$ cat config.mk
export PLATFORM = sky130hd
export DESIGN_NAME = apu_frame_sequencer
export DESIGN_NICKNAME = d
export VERILOG_FILES = /design/src/rtl/apu_frame_sequencer.sv
export SDC_FILE = /design/constraint.sdc
export NUM_CORES = 1
export LEC_CHECK = 0
export CORE_AREA = 2 2 58 60
export DETAILED_ROUTE_END_ITERATION = 8
export DIE_AREA = 0 0 60 62
export PLACE_DENSITY = 0.56
export SLEW_MARGIN = 20
export SYNTH_ARGS = -nofsm -noshare
export SYNTH_HDL_FRONTEND = slang
export SYNTH_SLANG_ARGS = --single-unit
$ cat constraint.sdc
create_clock -name clk -period 2.45 [get_ports clk]
set_clock_uncertainty 0.15 [all_clocks]
set_input_delay 0.6125 -clock clk [delete_from_list [all_inputs] [get_ports clk]]
set_output_delay 0.6125 -clock clk [all_outputs]
set_load 0.005 [all_outputs]
$ cat src/rtl/apu_frame_sequencer.sv
// APU frame sequencer: divides the system clock to quarter-frame ticks and
// walks an NES-style 4-step or 5-step sequence. It emits one-cycle
// quarter_frame/half_frame strobes, registered one cycle after the tick.
// Optional feature macro: FRAME_IRQ_EN enables the frame IRQ flag, the
// inhibit bit and irq_ack. Without it, frame_irq is tied low.
module apu_frame_sequencer #(
    parameter int CLKRATE   = 3_579_545,
    parameter int FRAMERATE = 240
) (
    input  logic       clk,
    input  logic       rst,
    input  logic       cfg_we,
    input  logic       cfg_mode,
    input  logic       cfg_irq_inhibit,
    input  logic       irq_ack,
    output logic       quarter_frame,
    output logic       half_frame,
    output logic       frame_irq,
    output logic [2:0] step
);

    localparam int DIV   = CLKRATE / FRAMERATE;
    localparam int CNT_W = (DIV < 2) ? 1 : $clog2(DIV);

    generate
        if (DIV < 2) begin : g_div_check
            $error("apu_frame_sequencer: CLKRATE/FRAMERATE must be >= 2");
        end
    endgenerate

    typedef enum logic [2:0] {
        STEP_0 = 3'd0,
        STEP_1 = 3'd1,
        STEP_2 = 3'd2,
        STEP_3 = 3'd3,
        STEP_4 = 3'd4
    } step_t;

    step_t            step_q, step_d;
    logic [CNT_W-1:0] div_cnt_q;
    logic             mode_q;
    logic             tick;
    logic             q_d, h_d;
    logic             set_irq;

    assign tick = (div_cnt_q == CNT_W'(DIV - 1));
    assign step = step_q;

    // Divider: free-running 0..DIV-1, restarted by a config write
    always_ff @(posedge clk) begin
        if (rst) begin
            div_cnt_q <= '0;
        end else if (cfg_we || tick) begin
            div_cnt_q <= '0;
        end else begin
            div_cnt_q <= div_cnt_q + CNT_W'(1);
        end
    end

    // Sequence mode register, loaded on a config write
    always_ff @(posedge clk) begin
        if (rst) begin
            mode_q <= 1'b0;
        end else if (cfg_we) begin
            mode_q <= cfg_mode;
        end
    end

    // Step sequencer state register and registered strobes
    always_ff @(posedge clk) begin
        if (rst) begin
            step_q        <= STEP_0;
            quarter_frame <= 1'b0;
            half_frame    <= 1'b0;
        end else begin
            step_q        <= step_d;
            quarter_frame <= q_d;
            half_frame    <= h_d;
        end
    end

    // Next step and strobe decode; a config write overrides a coincident tick
    always_comb begin
        step_d  = step_q;
        q_d     = 1'b0;
        h_d     = 1'b0;
        set_irq = 1'b0;
        if (cfg_we) begin
            // 5-step mode clocks the units immediately on the write
            step_d = STEP_0;
            q_d    = cfg_mode;
            h_d    = cfg_mode;
        end else if (tick) begin
            case (step_q)
                STEP_0: begin
                    q_d    = 1'b1;
                    step_d = STEP_1;
                end
                STEP_1: begin
                    q_d    = 1'b1;
                    h_d    = 1'b1;
                    step_d = STEP_2;
                end
                STEP_2: begin
                    q_d    = 1'b1;
                    step_d = STEP_3;
                end
                STEP_3: begin
                    if (mode_q) begin
                        // 5-step mode: silent step
                        step_d = STEP_4;
                    end else begin
                        q_d     = 1'b1;
                        h_d     = 1'b1;
                        set_irq = 1'b1;
                        step_d  = STEP_0;
                    end
                end
                STEP_4: begin
                    q_d    = 1'b1;
                    h_d    = 1'b1;
                    step_d = STEP_0;
                end
                default: begin
                    step_d = STEP_0;
                end
            endcase
        end
    end

`ifdef FRAME_IRQ_EN
    logic inhibit_q;

    // IRQ inhibit bit, loaded on a config write
    always_ff @(posedge clk) begin
        if (rst) begin
            inhibit_q <= 1'b0;
        end else if (cfg_we) begin
            inhibit_q <= cfg_irq_inhibit;
        end
    end

    // Frame IRQ flag: set beats clear, so an ack on the set cycle is lost
    always_ff @(posedge clk) begin
        if (rst) begin
            frame_irq <= 1'b0;
        end else if (set_irq && !inhibit_q) begin
            frame_irq <= 1'b1;
        end else if (irq_ack || (cfg_we && cfg_irq_inhibit)) begin
            frame_irq <= 1'b0;
        end
    end
`else
    logic unused_irq_inputs;

    assign unused_irq_inputs = ^{irq_ack, cfg_irq_inhibit, set_irq};
    assign frame_irq         = 1'b0;
`endif

endmodule

==> impl_metrics.tcl <==
set metrics [dict create \
    status "completed" \
    timing.hold.ws_ns 0.332 \
    cp-startpoint "div_cnt_q[3]" \
    final_common_cell "dfxtp_1" \
    setup-tns-final_ns 0 \
    num-nets-final 119 \
    ys_warn_count 0 \
    p_per_area_mw_per_mm2 512 \
    r2r_slack_ns 0.13 \
    place.gp.congestion 0.740 \
    post_cts.repair.setup_buffers 0 \
    ys_top_cells_by_area "dfxtp_1, xor2_1, nor2_1" \
    critical_path_class "reg2reg" \
    cts_resized 0 \
    switching_share 0.205 \
    root_buffer "clkbuf_4" \
    fmaxAchievable_mhz 432 \
    rsz0062_at_grt "false" \
    h-tree-depth 1 \
    intPower_mw 0.430 \
    cts.sink_count 20 \
    clockPowerShare 0.348 \
    max_cap_viol_count 0 \
    num_rows 21 \
    n_antenna_cell 0 \
    cp-end-kind "flip-flop" \
    period_share 0.945 \
    min_period_ns 2.32 \
    via_per_inst 4.39 \
    clkTransAtPathRegs_ns 0.11 \
    cp.arrival_ns 2.41 \
    setup_viol 0 \
    combPwrFrac 0.039 \
    cts_tree "yes" \
    hold_depth 1 \
    r2r_start "div_cnt_q[3]" \
    synth_flop_cell "dfxtp_1" \
    peakVddDrop_mv 0.365 \
    multi_input_area_um2 464 \
    core_area_mm2 0.00318 \
    syn_nets 109 \
    synth_cells 101 \
    hold_violations 0 \
    dieWidth_um 60 \
    grt_pass1_vias 593 \
    vias 685 \
    first_iter_violations 54 \
    drt_wl_total_mm 1.52 \
    reg2reg_to "step[1]" \
    drive_gt1_frac 0.0636 \
    first_pass_iters 4 \
    async_flop_share 0 \
    drc 0 \
    worst-r2r-cell-count 4 \
    antenna_found_initial 0 \
    register_area_um2 400 \
    dp.cells 152 \
    io_buffers 8 \
    grt_max_degree 15 \
    synth_edf_count 0 \
    hold_end "div_cnt_q[0]" \
    final_area_mm2 0.00106 \
    grt_pass1_wl_mm 2.53 \
    clkLatencyLatePin_ns 0.30 \
    synth_seq_cells 20 \
    final_cell_mix "dfxtp_1, nor2_1, xor2_1" \
    start_util 0.279 \
    netlist.top_cell.by_area "dfxtp_1" \
    overflow 0 \
    hold_path_startpoint "div_cnt_q[0]" \
    grtUsageTotal 0.0912 \
    cts_hold_buf 0 \
    fin_cells 156 \
    yosysTopAreaCellShare 0.451 \
    wire_per_inst_um 9.71 \
    hpwl_mm 1.08 \
    yosys.cell_types.count 28 \
    io_pins 12 \
    drv_slew 0 \
    required_ns 2.54 \
    cp-start-kind "flip-flop" \
    num-fill-cells 340 \
    synth_area_um2 888 \
    cts-buffers-inserted 3 \
    ys_seq_area_frac 0.451 \
    dieArea_mm2 0.00372 \
    worstHoldPathType "reg2reg" \
    switching_power_mw 0.111 \
    post_dp_cell_area_mm2 0.00102 \
    die_h_um 62 \
    cts.path.max_buffers 2 \
    area_growth_pct 19.0 \
    final_antenna_net_count 0 \
    synth_area_per_cell_um2 8.80 \
    seq_power_share 0.613 \
    power_leakage_nw 0.368 \
    crit_fanout 8 \
]
[sequential cells by signal, indices dropped and copies added, names as in the netlist]
name           flops
div_cnt_q         14
step               3
half_frame         1
mode_q             1
quarter_frame      1
[stage by stage]
| step | setup slack (ns) | utilization | power, mW |
|---|---|---|---|
| after floorplan | 0.190 | - | 0.349 |
| after global placement | 0.0906 | 0.320 | 0.360 |
| after detailed placement | 0.0615 | 0.320 | 0.360 |
| after CTS | 0.0351 | 0.331 | 0.553 |
| after global routing | 0.0893 | 0.333 | 0.566 |
| final | 0.134 | 0.333 | 0.541 |
[power by group through the flow]
stage,clock network [mW],logic [mW],registers (mW)
finish,0.188,0.0213,0.331
global route,0.209,0.0245,0.332
CTS,0.200,0.0217,0.332
detailed placement,0,0.0214,0.339
global placement,0,0.0214,0.338
floorplan,0,0.0102,0.338
[logic make-up (layout without fill, tap and decap cells)]
kind of cell,count (synthesis),count (layout),share of synthesized area
AO/OA/AOI/OAI,9,9,0.0592
flip-flops,20,20,0.451
AND/OR/NAND/NOR,50,50,0.297
buffers and inverters,6,15,0.0310
adder cells (fa/ha/maj),2,2,0.0282
XOR/XNOR,12,12,0.118
other,1,1,0.00422
multiplexers,1,1,0.0113
[worst max-delay path, cell delays in order, from the launching register on]
cell	delay (ns)
dfxtp_1	0.37
or4b_1	0.51
or4_4	0.60
or4b_1	0.49
a21boi_1	0.14
[routing by layer]
metal,wire length [um],track usage,up-vias
met1,780,0.110,313
met5,0,0,-
met4,0,0.0190,0
met2,676,0.154,11
li1,-,-,361
met3,59,0.0373,0
[worst max-delay path by stage]
stage          endpoint  slack, ns
2_1_floorplan   step[1]       0.19
3_3_place_gp    step[1]       0.09
3_5_place_dp    step[1]       0.06
4_1_cts         step[1]       0.04
5_1_grt         step[1]       0.09
6_report        step[1]       0.13
[layout make-up]
| type | instances | share of cell area |
|---|---|---|
| sequential | 20 | 0.379 |
| inverter | 1 | 0.00355 |
| tap | 46 | 0.0544 |
| clock buffer | 4 | 0.0343 |
| timing repair buffer | 10 | 0.0899 |
| multi-input combinational | 75 | 0.439 |
[Yosys cell counts, drive strengths merged, types with 2 or more instances]
cell    count
or4b        3
and4        2
a21boi      2
clkbuf      3
nand4       5
buf         2
a21oi       4
nand3       5
and2        2
dfxtp      20
xor2       11
ha          2
o21ai       2
or3         3
nand2       7
nor2       17
and3        2
Note: power is estimated with default switching activity, not from simulation.
